==> src/rtl/nios_pio_pkg.sv <==
// Shared definitions for the button PIO initiator: FSM encoding and slave register map.
package nios_pio_pkg;

   typedef enum logic [3:0] {
      ST_INIT,
      ST_IDLE,
      ST_MASK,
      ST_E_ADR,
      ST_E_DAT,
      ST_E_CLR,
      ST_L_ADR,
      ST_L_DAT,
      ST_EMIT
   } state_e;

   localparam logic [1:0] PIO_ADDR_DATA = 2'd0;
   localparam logic [1:0] PIO_ADDR_MASK = 2'd2;
   localparam logic [1:0] PIO_ADDR_EDGE = 2'd3;

endpackage

==> src/rtl/nios_system_4a_button_irq_servicer.sv <==
// Hardware replacement for the button ISR: programs irq_mask, services irq by reading and clearing
// edge_capture plus the live level, and hands each event downstream over valid/ready.
module nios_system_4a_button_irq_servicer
   import nios_pio_pkg::*;
#(
   parameter int                W             = 3,
   parameter logic [W-1:0]      IRQ_MASK_INIT = 3'b111,
   parameter int                CNT_W         = 16
) (
   input  logic             clk,
   input  logic             reset_n,
   input  logic             irq,
   input  logic [31:0]      readdata,
   output logic [1:0]       address,
   output logic             chipselect,
   output logic             write_n,
   output logic [31:0]      writedata,
   input  logic             cfg_mask_wr,
   input  logic [W-1:0]     cfg_mask,
   output logic             evt_valid,
   input  logic             evt_ready,
   output logic [W-1:0]     evt_edges,
   output logic [W-1:0]     evt_level,
   output logic [CNT_W-1:0] evt_count,
   output logic             init_done
);

   state_e             state_q, state_d;
   logic               mask_pend_q, mask_pend_d;
   logic [W-1:0]       mask_reg_q, mask_reg_d;
   logic [W-1:0]       edges_q, edges_d;
   logic [W-1:0]       level_q, level_d;
   logic [CNT_W-1:0]   count_q, count_d;
   logic               init_done_q, init_done_d;
   logic [W-1:0]       wdat;
   logic               unused_readdata;

   assign unused_readdata = ^readdata[31:W];

   always_ff @(posedge clk or negedge reset_n) begin
      if (!reset_n) begin
         state_q     <= ST_INIT;
         mask_pend_q <= 1'b0;
         mask_reg_q  <= IRQ_MASK_INIT;
         edges_q     <= '0;
         level_q     <= '0;
         count_q     <= '0;
         init_done_q <= 1'b0;
      end else begin
         state_q     <= state_d;
         mask_pend_q <= mask_pend_d;
         mask_reg_q  <= mask_reg_d;
         edges_q     <= edges_d;
         level_q     <= level_d;
         count_q     <= count_d;
         init_done_q <= init_done_d;
      end
   end

   // A request arriving in IDLE is taken straight away so it beats an irq seen in the same cycle.
   always_comb begin
      state_d = state_q;
      unique case (state_q)
         ST_INIT:  state_d = ST_IDLE;
         ST_IDLE: begin
            if (mask_pend_q || cfg_mask_wr) state_d = ST_MASK;
            else if (irq)                   state_d = ST_E_ADR;
         end
         ST_MASK:  state_d = ST_IDLE;
         ST_E_ADR: state_d = ST_E_DAT;
         ST_E_DAT: state_d = (readdata[W-1:0] == '0) ? ST_IDLE : ST_E_CLR;
         ST_E_CLR: state_d = ST_L_ADR;
         ST_L_ADR: state_d = ST_L_DAT;
         ST_L_DAT: state_d = ST_EMIT;
         ST_EMIT:  if (evt_ready) state_d = ST_IDLE;
         default:  state_d = ST_INIT;
      endcase
   end

   always_comb begin
      mask_pend_d = mask_pend_q;
      mask_reg_d  = mask_reg_q;
      edges_d     = edges_q;
      level_d     = level_q;
      count_d     = count_q;
      init_done_d = init_done_q;
      if (cfg_mask_wr) begin
         mask_pend_d = 1'b1;
         mask_reg_d  = cfg_mask;
      end else if (state_q == ST_MASK) begin
         mask_pend_d = 1'b0;
      end
      if (state_q == ST_INIT)                 init_done_d = 1'b1;
      if (state_q == ST_E_DAT)                edges_d     = readdata[W-1:0];
      if (state_q == ST_L_DAT)                level_d     = readdata[W-1:0];
      if (state_q == ST_EMIT && evt_ready)    count_d     = count_q + 1'b1;
   end

   // Reset gating keeps the bus idle while reset is held even though the state already reads INIT.
   always_comb begin
      chipselect = 1'b0;
      write_n    = 1'b1;
      address    = PIO_ADDR_DATA;
      wdat       = '0;
      evt_valid  = 1'b0;
      if (reset_n) begin
         unique case (state_q)
            ST_INIT: begin
               chipselect = 1'b1;
               write_n    = 1'b0;
               address    = PIO_ADDR_MASK;
               wdat       = IRQ_MASK_INIT;
            end
            ST_MASK: begin
               chipselect = 1'b1;
               write_n    = 1'b0;
               address    = PIO_ADDR_MASK;
               wdat       = mask_reg_q;
            end
            ST_E_ADR: begin
               chipselect = 1'b1;
               address    = PIO_ADDR_EDGE;
            end
            ST_E_CLR: begin
               chipselect = 1'b1;
               write_n    = 1'b0;
               address    = PIO_ADDR_EDGE;
            end
            ST_L_ADR: begin
               chipselect = 1'b1;
               address    = PIO_ADDR_DATA;
            end
            ST_EMIT:  evt_valid = 1'b1;
            default: ;
         endcase
      end
   end

   assign writedata = {{(32-W){1'b0}}, wdat};
   assign evt_edges = edges_q;
   assign evt_level = level_q;
   assign evt_count = count_q;
   assign init_done = init_done_q;

endmodule
==> config.mk <==
export PLATFORM = sky130hd
export DESIGN_NAME = nios_system_4a_button_irq_servicer
export DESIGN_NICKNAME = d
export VERILOG_FILES = /design/src/rtl/nios_pio_pkg.sv /design/src/rtl/nios_system_4a_button_irq_servicer.sv
export SDC_FILE = /design/constraint.sdc
export NUM_CORES = 1
export LEC_CHECK = 0
export ABC_CLOCK_PERIOD_IN_PS = 3600
export CAP_MARGIN = 40
export CORE_MARGIN = 2
export CORE_UTILIZATION = 40
export CTS_CLUSTER_DIAMETER = 60
export CTS_CLUSTER_SIZE = 30
export DETAILED_ROUTE_END_ITERATION = 16
export PLACE_DENSITY = 0.86
export SLEW_MARGIN = 5
export SYNTH_ARGS = -nofsm -noshare
export SYNTH_HDL_FRONTEND = slang
export SYNTH_SLANG_ARGS = --single-unit
==> constraint.sdc <==
create_clock -name clk -period 3.6 [get_ports clk]
set_input_delay 1.08 -clock clk [delete_from_list [all_inputs] [get_ports clk]]
set_output_delay 1.08 -clock clk [all_outputs]
set_load 0.01 [all_outputs]
==> results of run 1 <==
==> critical path: cells and delay by family <==
family | cells | cell delay [ns]
buf+inv | 2 | 1.03
simple gates | 2 | 0.34
==> worst min path at each step <==
| stage | slack (ns) | depth (start not counted) | endpoint |
|---|---|---|---|
| final | 0.46 | 1 | init_done |
| after global routing | 0.50 | 1 | init_done |
| after CTS | 0.46 | 1 | init_done |
| after detailed placement | 0.45 | 1 | init_done |
| after global placement | 0.45 | 1 | init_done |
| after floorplan | 0.45 | 1 | mask_pend_q |
==> through the flow <==
stage	power [uW]	instances	TNS [ns]	hold WS, ns	instance area [um^2]
after floorplan	761.2	188	0	0.4498	1745
after global placement	934.6	249	-0.0003761	0.4487	2004
after detailed placement	943.5	249	-0.05038	0.4513	2004
after CTS	1201	257	0	0.4650	2082
after global routing	1274	257	0	0.4996	2082
final	1186	257	0	0.4606	2082
==> flip-flops by register name, summed over array words and instances (netlist names) <==
signal,count
evt_level,3
init_done,1
state_q,4
mask_pend_q,1
mask_reg_q,3
evt_count,16
evt_edges,3
==> area by class of cell <==
class | instances | area, um^2 | share of cell area
repair buffers | 43 | 421.7 | 0.2025
multi-input cells | 121 | 721.9 | 0.3468
flip-flops and latches | 31 | 779.5 | 0.3744
inverters | 4 | 15.01 | 0.007212
well taps | 50 | 62.56 | 0.03005
clock inverters | 1 | 5.005 | 0.002404
clock buffers | 7 | 76.32 | 0.03666
==> synth_stat cells <==
cell       n  area share
inv_1      4      0.0092
a21o_1     2      0.0092
and2_1     2      0.0076
nor4_4     1       0.013
a21oi_1    7       0.021
mux2_2     7       0.048
or4b_4     1      0.0084
nand3_1    9       0.027
buf_4     29        0.13
xor2_1     4       0.021
nor3_1     2      0.0061
xnor2_1   12       0.064
buf_1      2      0.0046
conb_1     1      0.0023
nand4_1    4       0.015
nand2_1   11       0.025
and4_1     1      0.0053
a22oi_1    1      0.0046
clkbuf_1   1      0.0023
o41ai_1    1      0.0053
o21ai_0    5       0.015
and3_1     2      0.0076
dfstp_2    3       0.048
dfrtp_1   28        0.43
nor2b_1    2      0.0076
nor4b_1    2       0.011
o21a_1     1      0.0046
and2b_2    1      0.0053
nand4b_1   1      0.0053
ha_1       1      0.0076
nor2_1    12       0.027
==> kinds of logic (layout without fill, tap and decap cells) <==
kind of cell    after synthesis  count (layout)  synth area share
xor+xnor                     16              16           0.08543
compound gates               17              17           0.06026
flops                        31              31            0.4752
fa+ha+maj                     1               1          0.007627
other cells                   1              29          0.002286
simple gates                 51              51            0.1724
buf+inv                      36              55            0.1487
mux                           7               7           0.04806
==> layer usage <==
| metal | vias to the layer above | wire, um | global-route usage |
|---|---|---|---|
| li1 | 572 | - | - |
| met1 | 524 | 1367 | 0.1968 |
| met2 | 35 | 1372 | 0.2015 |
| met3 | 7 | 203 | 0.05099 |
| met4 | 0 | 49 | 0.06500 |
| met5 | - | 0 | 0 |
==> where the power goes <==
group          internal [uW]  switching (uW)  leakage (uW)
clock network            135             122     0.0000422
logic                    233             179      0.000505
registers                420            97.9      0.000393
total                    788             398      0.000940
==> what timing repair did <==
item                       4_1_cts  5_1_grt
buffers inserted                 0        0
gates resized for setup          3        0
setup endpoints to repair        3        0
==> out/metrics.yaml, run 1 <==
crit_start: "reset_n"
wl_um: 2992
gp_congestion: 0.8434
remaining_drc_errors: 0
drive_gt1_frac: 0.1014
fmax_mhz: 283.4
overflow: 0
status: "complete, no violations"
cp_data_arrival_time_ns: 2.45
hold_class: "reg2reg"
finalSetupViolCount: 0
layout_common_cells: "clkdlybuf4s50_1 (38), conb_1 (29), dfrtp_1 (28), nor2_1 (12), xnor2_1 (12)"
postCtsHoldBufs: 0
crit_chain: "clkdlybuf4s50_1 > and2b_2 > and3_1 > clkdlybuf4s50_1"
n_antenna_cell: 0
relSlewSlack: 0.5518
reg2reg_from: "state_q[0]"
grt_start_max_net_pins: 32
worst_slew_pin_slew_ns: 0.6629
cts_buffers: 5
portBuffers: 41
die_area_um2: 4629
dp_hpwl_um: 2229
critPathMostFrequentCell: "clkdlybuf4s50_1"
p_per_area_nw_per_um2: 569.8
finalCriticalPeriod_ns: 3.528
syn_inst: 160
grt_first_pass_wirelength_um: 4885
viasPerCell: 4.428
fin_util: 0.5243
cts_tree: "done"
crit_required_ns: 2.52
rrSetupSlack_ns: 1.50
via_count: 1138
cts_sinks: 31
r2r-end: "evt_count[10]"
std_cell_rows: 23
post_synth_instance_area_um2: 1640
syn_area_per_cell_um2: 10.25
drtIter0Drc: 19
area_growth_pct: 26.93
slew_violations: 0
first_global_vias: 1022
synth-seq-cells: 31
antenna_left: 0
core_region_area_um2: 3971
hold_viol: 0
ys_seq_area_frac: 0.4752
path_max_fanout: 5
initial_utilization: 0.4130
clock_skew_ns: 0.004929
insertion_delay_ns: 0.28
antenna_found_initial: 0
rsz0062_at_grt: "false"
drv_cap: 0
critPathLaunchType: "input pin"
dr.pass1.iters: 4
hold_start: "init_done"
finalWorstSetupSlack_ns: 0.07189
yosysUniqueCellTypes: 31
die_w_um: 68.04
crit_type: "in2out"
yosysWarnings: 0
cts_max_path_buffers: 2
crit_path_end_kind: "output pin"
cp-endpoint: "address[0]"
crit_slowest_cell: "clkdlybuf4s50_1"
final_common_cell: "clkdlybuf4s50_1"
crit_path_max_incr_delay_ns: 0.53
leakage_uw: 0.0009402
routedWlPerCell_um: 11.64
fin_nets: 247
track_usage: 0.1433
cts-root-buf: "clkbuf_8"
place_ws_ns: -0.03112
htree_levels: 2
io_pins: 100
fin_crit_sh: 0.9800
peakVddDrop_uv: 321.5
nFillCells: 390
path_clk_slew_ns: 0.06
die_y_um: 68.04
reg2reg_depth: 4
Note: power is estimated with default switching activity, not from simulation.
==> run 2: changes to the inputs <==
CORE_ASPECT_RATIO = 0.5   (was not set)
GPL_TIMING_DRIVEN = 1   (was not set)
==> out/metrics.yaml, run 2 (synthesis gave the netlist of run 1 again) <==
layout_common_cells: "clkdlybuf4s50_1 (38), conb_1 (29), dfrtp_1 (28), nor2_1 (12), xnor2_1 (12)"
io_pins: 100  # unchanged
cts_max_path_buffers: 2  # unchanged
cts_tree: "done"
grt_use_met1: 0.1636  # -0.03326
hold_viol: 0  # unchanged
grt_start_max_net_pins: 32  # unchanged
die_y_um: 49.28  # -28%
die_area_um2: 4660  # +0.67%
r2r-end: "evt_count[10]"
antenna_left: 0  # unchanged
grt_first_pass_wirelength_um: 4864  # -0.43%
drive_gt1_frac: 0.1014  # unchanged
hold_start: "init_done"
hold_class: "reg2reg"
path_clk_slew_ns: 0.06  # about the same
final_common_cell: "clkdlybuf4s50_1"
dr.pass1.iters: 4  # unchanged
nFillCells: 355  # -9.0%
clock_skew_ns: 0.005289  # +0.0003599 ns
crit_required_ns: 2.52  # about the same
hold_end: "init_done"
use_met2: 0.2286  # +0.02712
finalSetupViolCount: 0  # unchanged
drtIter0Drc: 48  # +29
rrSetupSlack_ns: 1.53  # +0.03 ns
antenna_found_initial: 0  # unchanged
routedWlPerCell_um: 11.39  # -2.1%
viasPerCell: 4.567  # +3.1%
peakVddDrop_uv: 396.2  # +23%
finalCriticalPeriod_ns: 3.488  # -0.04023 ns
worst_slew_pin_slew_ns: 0.6122  # -0.05072 ns
core_region_area_um2: 3924  # -1.2%
insertion_delay_ns: 0.28  # about the same
htree_levels: 2  # unchanged
crit_path_end_kind: "output pin"
n_antenna_cell: 0  # unchanged
reg2reg_from: "state_q[0]"
crit_type: "in2out"
overflow: 0  # unchanged
via_count: 1192  # +4.7%
hold_depth: 1  # unchanged
critPathLaunchType: "input pin"
initial_utilization: 0.4180  # +0.005005
fin_nets: 247  # unchanged
track_usage: 0.1361  # -0.007134
leakage_uw: 0.0009770  # +3.9%
cts_sinks: 31  # unchanged
std_cell_rows: 16  # -30%
reg2reg_depth: 4  # unchanged
wl_um: 2974  # -0.60%
path_max_fanout: 5  # unchanged
status: "complete, no violations"
top_usage_layer: "met2"
cts-root-buf: "clkbuf_8"
gp_congestion: 0.8079  # -4.2%
cp_data_arrival_time_ns: 2.41  # -0.04 ns
drv_cap: 0  # unchanged
portBuffers: 41  # unchanged
p_per_area_nw_per_um2: 567.6  # -0.39%
fmax_mhz: 286.7  # +1.2%
remaining_drc_errors: 0  # unchanged
slew_violations: 0  # unchanged
dp_hpwl_um: 2243  # +0.64%
relSlewSlack: 0.5861  # +0.03429
area_growth_pct: 27.92
first_global_vias: 1066  # +4.3%
cts_buffers: 5  # unchanged
largest_reg_flops: 16  # unchanged
fin_crit_sh: 0.9689  # -0.01117
grtUsageMet3: 0.04946  # -0.001528
tns_ns: 0  # unchanged
power_uw: 1191  # +0.39%
rsz0062_at_grt: "false"
instances_no_fill: 261  # +1.6%
dp_cells: 253  # +1.6%
die_w_um: 94.56  # +39%
-- run 2: worst max path at each step --
stage,endpoint,slack (ns),start,depth (start not counted)
6_report,address[0],0.11,reset_n,4
5_1_grt,chipselect,0.06,reset_n,4
4_1_cts,writedata[1],0.004,reset_n,5
3_5_place_dp,writedata[1],0.004,reset_n,5
3_3_place_gp,writedata[1],0.01,reset_n,5
2_1_floorplan,writedata[0],1.01,reset_n,3
-- run 2: metal layers --
metal / routed length (um) / part of all wire
met5: 0 / 0
met4: 19 / 0.0064
met3: 217 / 0.073
met2: 1466 / 0.49
met1: 1270 / 0.43
-- run 2: cell type report --
cell class / instances / area, um^2 / share of cell area
Sequential cell: 31 / 779.5 / 0.3715
Multi-Input combinational cell: 121 / 721.9 / 0.3441
Timing Repair Buffer: 43 / 432.9 / 0.2063
Clock buffer: 7 / 76.32 / 0.03637
Tap cell: 54 / 67.56 / 0.03220
Inverter: 4 / 15.01 / 0.007156
Clock inverter: 1 / 5.005 / 0.002385
-- run 2: what timing repair did --
| item | in CTS | in global routing |
|---|---|---|
| setup endpoints to repair | 0 | 3 |
| endpoints found under the hold margin | 0 | 0 |
| resized for setup | 0 | 3 |
| setup buffers | 0 | 0 |
| hold buffers | 0 | 0 |
-- run 2: metrics by stage --
stage               hold slack (ns)  instance area, um^2  utilization  setup WS, ns
global route                 0.4955                 2098       0.5348       0.06068
floorplan                    0.4498                 1745            -         1.008
detailed placement           0.4558                 2009       0.5121      0.003806
finish                       0.4609                 2098       0.5348        0.1121
global placement             0.4443                 2009       0.5121       0.01366
CTS                          0.4705                 2091       0.5328      0.003809
-- run 2: power breakdown --
| part | switching [uW] | leakage (uW) | internal [uW] | total, uW |
|---|---|---|---|---|
| Clock | 121 | 0.0000422 | 135 | 256 |
| Combinational | 181 | 0.000541 | 238 | 418 |
| Sequential | 96.3 | 0.000393 | 420 | 516 |
-- run 2: worst max-delay path, cell delays in order --
cell and delay, ns:
clkdlybuf4s50_1 0.47, and2b_2 0.18, and3_1 0.15, clkdlybuf4s50_1 0.53
